### src/rtl/sram_rat_mp.sv
`default_nettype none
// ============================================================================
// Module   : sram_rat_mp
// Purpose  : Multi-port register-alias-table storage. It has NRD read ports and
//            NWR write ports, write-before-read bypass, and a post-reset init sweep.
// Revision : 1.0
// ============================================================================
module sram_rat_mp #(
  parameter int ADDRW     = 5,
  parameter int DATAW     = 6,
  parameter int NRD       = 2,
  parameter int NWR       = 2,
  parameter int INIT_MODE = 0
) (
  input  logic                   clk,
  input  logic                   rst,
  output logic                   ready,
  input  logic [NRD-1:0]         rd_en,
  input  logic [NRD*ADDRW-1:0]   rd_addr,
  output logic [NRD*DATAW-1:0]   rd_data,
  output logic [NRD-1:0]         rd_valid,
  input  logic [NWR-1:0]         wr_en,
  input  logic [NWR*ADDRW-1:0]   wr_addr,
  input  logic [NWR*DATAW-1:0]   wr_data
);

  localparam int DEPTH = 1 << ADDRW;

  typedef enum logic [0:0] {
    S_INIT = 1'b0,
    S_RUN  = 1'b1
  } state_t;

  state_t                        state_q;
  logic [ADDRW-1:0]              cnt_q;
  logic                          ready_q;
  logic [NRD-1:0]                rd_valid_q;
  logic [NRD-1:0]                rd_valid_d;
  logic [NRD-1:0][DATAW-1:0]     rd_data_q;
  logic [NRD-1:0][DATAW-1:0]     rd_data_d;

  logic [DATAW-1:0]              mem_q [DEPTH];

  logic [NRD-1:0][ADDRW-1:0]     ra;
  logic [NWR-1:0][ADDRW-1:0]     wa;
  logic [NWR-1:0][DATAW-1:0]     wd;
  logic [NRD-1:0][DATAW-1:0]     byp;
  logic [DATAW-1:0]              init_data;
  logic                          run;

  assign ra  = rd_addr;
  assign wa  = wr_addr;
  assign wd  = wr_data;
  assign run = (state_q == S_RUN);

  assign ready    = ready_q;
  assign rd_valid = rd_valid_q;
  assign rd_data  = rd_data_q;

  // Identity init truncates or zero-extends the address to the entry width.
  generate
    if (INIT_MODE == 1) begin : g_init_ident
      if (DATAW <= ADDRW) begin : g_trunc
        assign init_data = cnt_q[DATAW-1:0];
      end else begin : g_ext
        assign init_data = {{(DATAW-ADDRW){1'b0}}, cnt_q};
      end
    end else begin : g_init_zero
      assign init_data = '0;
    end
  endgenerate

  // Later write ports override earlier ones, so the highest index wins.
  always_comb begin
    byp = '0;
    for (int i = 0; i < NRD; i++) begin
      byp[i] = mem_q[ra[i]];
      for (int j = 0; j < NWR; j++) begin
        if (wr_en[j] && (wa[j] == ra[i])) begin
          byp[i] = wd[j];
        end
      end
    end
  end

  always_comb begin
    rd_valid_d = rd_en & {NRD{run}};
    rd_data_d  = rd_data_q;
    for (int i = 0; i < NRD; i++) begin
      if (rd_valid_d[i]) begin
        rd_data_d[i] = byp[i];
      end
    end
  end

  always_ff @(posedge clk or posedge rst) begin
    if (rst) begin
      state_q    <= S_INIT;
      cnt_q      <= '0;
      ready_q    <= 1'b0;
      rd_valid_q <= '0;
      rd_data_q  <= '0;
    end else begin
      case (state_q)
        S_INIT: begin
          cnt_q <= cnt_q + 1'b1;
          if (cnt_q == {ADDRW{1'b1}}) begin
            state_q <= S_RUN;
            ready_q <= 1'b1;
          end
        end
        S_RUN: begin
          state_q <= S_RUN;
        end
        default: begin
          state_q <= S_INIT;
        end
      endcase
      rd_valid_q <= rd_valid_d;
      rd_data_q  <= rd_data_d;
    end
  end

  // The storage has no reset; the init sweep defines its contents.
  always_ff @(posedge clk) begin
    if (state_q == S_INIT) begin
      mem_q[cnt_q] <= init_data;
    end else begin
      for (int j = 0; j < NWR; j++) begin
        if (wr_en[j]) begin
          mem_q[wa[j]] <= wd[j];
        end
      end
    end
  end

endmodule
`default_nettype wire

### config.mk
export PLATFORM = sky130hd
export DESIGN_NAME = sram_rat_mp
export DESIGN_NICKNAME = d
export VERILOG_FILES = /design/src/rtl/sram_rat_mp.sv
export SDC_FILE = /design/constraint.sdc
export NUM_CORES = 1
export LEC_CHECK = 0
export ABC_AREA = 1
export CAP_MARGIN = 20
export CORE_MARGIN = 2
export CORE_UTILIZATION = 40
export DETAILED_ROUTE_END_ITERATION = 10
export GPL_TIMING_DRIVEN = 0
export REMOVE_ABC_BUFFERS = 1
export SKIP_LAST_GASP = 1
export SYNTH_ARGS = -nofsm -noshare
export SYNTH_HDL_FRONTEND = slang
export SYNTH_SLANG_ARGS = --single-unit
### constraint.sdc
create_clock -name clk -period 2.53 [get_ports clk]
set_clock_uncertainty 0.05 [all_clocks]
set_input_delay 0.3795 -clock clk [delete_from_list [all_inputs] [get_ports clk]]
set_output_delay 0.3795 -clock clk [all_outputs]
set_load 0.01 [all_outputs]
==> metrics.log <==
[metrics] hold_buf cts: 0
[metrics] Data required, critical path: 2.68 ns
[metrics] type of the setup path with the least slack: reg2reg
[metrics] buffers added on ports: 52
[metrics] cell breakdown of the critical path: inv_1, or2_2, inv_1, a21oi_1, nand2_4, o21ai_2
[metrics] Via-to-Cell Ratio: 5.75
[metrics] IO Count: 53
[metrics] Slew Limit Headroom: 0.381
[metrics] power after layout: 8.66 mW
[metrics] cell type contributing the most total cell area after synthesis: sky130_fd_sc_hd__edfxtp_1
[metrics] global route overflow: 0
[metrics] number of buffers created by CTS: 25
[metrics] path class of the lowest-slack min-delay path: in2async
[metrics] endpoint type of the worst setup path: register
[metrics] top-area cell type share of the netlist area: 0.424
[metrics] cells taking the most area after synthesis: sky130_fd_sc_hd__edfxtp_1, sky130_fd_sc_hd__nand2_1, sky130_fd_sc_hd__nand3_1
[metrics] root buffer cell: sky130_fd_sc_hd__clkbuf_16
[metrics] Mapped Area: 0.0136 mm^2
[metrics] placed cell area: 0.0145 mm^2
[metrics] Area Growth Syn to Fin: 15.2%
[metrics] Internal Power: 6.24 mW
[metrics] Total Routing Usage GR: 0.272
[metrics] Clock Path Buffers: 3
[metrics] residual antenna-violating net count after detailed routing: 0
[metrics] synthesized area per cell: 7.34 um^2
[metrics] GPL Wtd Cong: 0.902
[metrics] Crit path largest cell delay: 0.56 ns
[metrics] status: finished, violations left
[metrics] share of the clock period used by the worst path after layout: 1.00
[metrics] number of distinct library cells after synthesis: 34
[metrics] max-cap viol count: 0
[metrics] share of synthesized flip-flops with an asynchronous set or reset: 0.0986
[metrics] standby leakage power: 6.28 nW
[metrics] violations in the final reports: negative setup slack
[metrics] portion of total power attributed to sequential cells: 0.452
[metrics] Finished Cell Area: 0.0156 mm^2
[metrics] number of instances in the synthesized netlist: 1851
[metrics] critical path startpoint category: register
[metrics] total half-perimeter wirelength after legalization and detailed placement: 31.8 mm
[metrics] fmax: 395 MHz
[metrics] antenna diode count: 0
[metrics] most frequent cell on the critical path: sky130_fd_sc_hd__inv_1
[metrics] flop-to-flop setup slack: -0.001 ns
[metrics] switching share of power: 0.279
[metrics] setup slack of the critical path after layout: -0.00137 ns
[metrics] total wire length after detailed routing: 48.7 mm
[metrics] setup repair after global routing missed its margin: yes
[metrics] final max-slew violation count: 0
[metrics] core region area: 0.0335 mm^2
[metrics] register bit count reported by yosys: 213
[metrics] height of the die: 188 um
[metrics] clock network latency to the later pin of the worst-skew pair: 0.54 ns
[metrics] Layout Nets: 1843
[metrics] number of DRC markers in iteration 0: 1353
[metrics] final count of negative-setup-slack endpoints: 2
[metrics] Post-Route Hold Slack: 0.267 ns
[metrics] Primary FF master, synth: sky130_fd_sc_hd__edfxtp_1
[metrics] Die Outline Area: 0.0355 mm^2
[metrics] launch instance of the worst register-to-register path: run$_DFF_PP0_
[metrics] Clock Pin Slew Worst Setup and Hold Paths: 0.06 ns
[metrics] reg-to-reg critical path endpoint: mem_q[19][4]$_DFFE_PP_
[metrics] Initial DRT Pass Iterations: 7
[metrics] pin count of the biggest net entering global routing: 87
[metrics] number of endpoints with negative hold slack in the final report: 0
[metrics] number of H-tree levels: 1
[metrics] minimum clock period: 2.53 ns
[metrics] combinational power share: 0.160
[metrics] clock sink total: 213
[metrics] routed wire length per instance: 21.5 um
[metrics] peak supply drop: 0.434 mV
[metrics] logic depth of the worst register-to-register path: 6
[metrics] first-pass GRT wire length: 74.1 mm
[metrics] fraction of power consumed by the clock network: 0.388
[metrics] initial antenna violation count: 0
[metrics] TritonCTS clock tree: done
[metrics] number of enable-type register cells in the synthesized netlist: 192
[metrics] switching power of the nets: 2.42 mW
[metrics] proportion of layout cells with a drive suffix above 1: 0.0747
[metrics] Slowest cell on crit path: sky130_fd_sc_hd__dfrtp_4
[metrics] setup TNS: -0.00256 ns
[metrics] data arrival time at the worst-slack endpoint: 2.68 ns
[metrics] critical path peak fanout: 11
[metrics] sequential element share of the synthesized area: 0.463
[metrics] via count of the first global-routing pass: 12400
[metrics] Syn. warnings: 0
[metrics] transition at the pin with the smallest max-transition slack: 0.927 ns
[metrics] Cell Rows: 67
[metrics] via count: 13000
[metrics] horizontal die dimension: 188 um
[metrics] Pwr Density: 554 mW/mm^2
[metrics] remaining design rule violation count: 0
[metrics] initial core utilization: 0.405
==> logic make-up (layout without fill, tap and decap cells) <==
kind of cell / Yosys count / count (layout) / share of synthesized area
simple gates: 1066 / 1066 / 0.329
compound gates: 330 / 330 / 0.131
fa+ha+maj: 2 / 2 / 0.00184
buf+inv: 234 / 204 / 0.0706
flops: 213 / 213 / 0.463
xor+xnor: 6 / 6 / 0.00387
==> worst max path at each step <==
| stage | from | endpoint | cells after the start |
|---|---|---|---|
| after global routing | run$_DFF_PP0_ | mem_q[8][4]$_DFFE_PP_ | 8 |
| after floorplan | run$_DFF_PP0_ | mem_q[30][0]$_DFFE_PP_ | 8 |
| after CTS | run$_DFF_PP0_ | mem_q[15][5]$_DFFE_PP_ | 6 |
| after global placement | rd_addr[5] | rd_data[8]$_DFFE_PP0P_ | 8 |
| final | run$_DFF_PP0_ | mem_q[19][4]$_DFFE_PP_ | 6 |
| after detailed placement | wr_en[0] | mem_q[12][3]$_DFFE_PP_ | 9 |
==> power groups by stage <==
| stage | sequential [mW] | combinational [mW] | clock, mW |
|---|---|---|---|
| 6_report | 3.91 | 1.39 | 3.36 |
| 3_5_place_dp | 3.99 | 1.32 | 0 |
| 4_1_cts | 3.91 | 1.34 | 3.37 |
| 2_1_floorplan | 3.99 | 0.629 | 0 |
| 5_1_grt | 3.91 | 1.51 | 3.52 |
| 3_3_place_gp | 3.99 | 1.25 | 0 |
==> cells in the mapped netlist (all sizes together) (3+ instances only) <==
cell type and number:
nand3 272, buf 67, o21ai 252, nor3 12
dfrtp 21, clkbuf 89, inv 77, edfxtp 192
nand2 675, xor2 3, xnor2 3, nor2 99
o211ai 47, a21oi 26, or2 4
==> state kept, by name, indices dropped and copies added, names as in the netlist <==
signal    flops
mem_q       192
rd_data      12
cnt_q         5
rd_valid      2
ready         1
run           1
==> layout make-up <==
cell class	count	area, um^2
sequential	213	6290
tap	448	561
multi-input combinational	1404	6650
clock buffer	36	697
clock inverter	9	42.5
fill	3274	17900
timing repair buffer	81	1100
inverter	78	304
==> critical path: cells and delay by family, from the launching register on <==
family          cells  cell delay [ns]
simple gates        2             0.53
flops               1             0.56
compound gates      2             0.80
buf+inv             2             0.26
==> layer usage <==
metal	part of all wire	up-vias	track usage
met5	0	-	0
met4	0.043	0	0.121
met3	0.083	124	0.0341
met2	0.47	680	0.449
met1	0.40	6103	0.359
li1	-	6141	-
==> cell usage in the layout, fill, tap and decap left out, types with 2 or more instances in the layout <==
master / instances
sky130_fd_sc_hd__nand2_1: 665
sky130_fd_sc_hd__nand3_1: 270
sky130_fd_sc_hd__o21ai_0: 220
sky130_fd_sc_hd__edfxtp_1: 192
sky130_fd_sc_hd__nor2_1: 97
sky130_fd_sc_hd__inv_1: 68
sky130_fd_sc_hd__o211ai_1: 47
sky130_fd_sc_hd__clkdlybuf4s50_1: 44
sky130_fd_sc_hd__a21oi_1: 25
sky130_fd_sc_hd__clkbuf_16: 25
sky130_fd_sc_hd__o21ai_4: 20
sky130_fd_sc_hd__dfrtp_1: 20
sky130_fd_sc_hd__buf_16: 13
sky130_fd_sc_hd__o21ai_2: 12
sky130_fd_sc_hd__buf_12: 9
sky130_fd_sc_hd__clkbuf_1: 8
sky130_fd_sc_hd__buf_4: 8
sky130_fd_sc_hd__nand2_2: 7
sky130_fd_sc_hd__nor3_1: 7
sky130_fd_sc_hd__inv_2: 6
sky130_fd_sc_hd__clkinv_1: 5
sky130_fd_sc_hd__or2_2: 4
sky130_fd_sc_hd__clkinv_2: 4
sky130_fd_sc_hd__nor3_4: 4
sky130_fd_sc_hd__xnor2_1: 3
sky130_fd_sc_hd__xor2_1: 3
sky130_fd_sc_hd__clkbuf_8: 3
sky130_fd_sc_hd__buf_2: 3
sky130_fd_sc_hd__clkinvlp_4: 2
sky130_fd_sc_hd__nand2_4: 2
sky130_fd_sc_hd__nand4_1: 2
sky130_fd_sc_hd__nand3_2: 2
sky130_fd_sc_hd__o2111ai_1: 2
sky130_fd_sc_hd__nor2_4: 2
sky130_fd_sc_hd__ha_1: 2
sky130_fd_sc_hd__dlymetal6s2s_1: 2
==> what timing repair did <==
action,in CTS,in global routing
gates resized for setup,71,30
pin swaps,1,2
gates cloned,0,0
endpoints found under the setup margin,212,246
setup buffers,0,8
==> per-stage QoR <==
| stage | cells | setup slack, ns | utilization |
|---|---|---|---|
| final | 2269 | -0.00137 | 0.467 |
| after CTS | 2261 | -0.192 | 0.459 |
| after detailed placement | 2216 | -1.07 | 0.432 |
| after global routing | 2269 | -0.0588 | 0.467 |
| after global placement | 2195 | -6.94 | 0.418 |
| after floorplan | 1695 | 0.241 | - |
(Power assumes the default switching activity.)
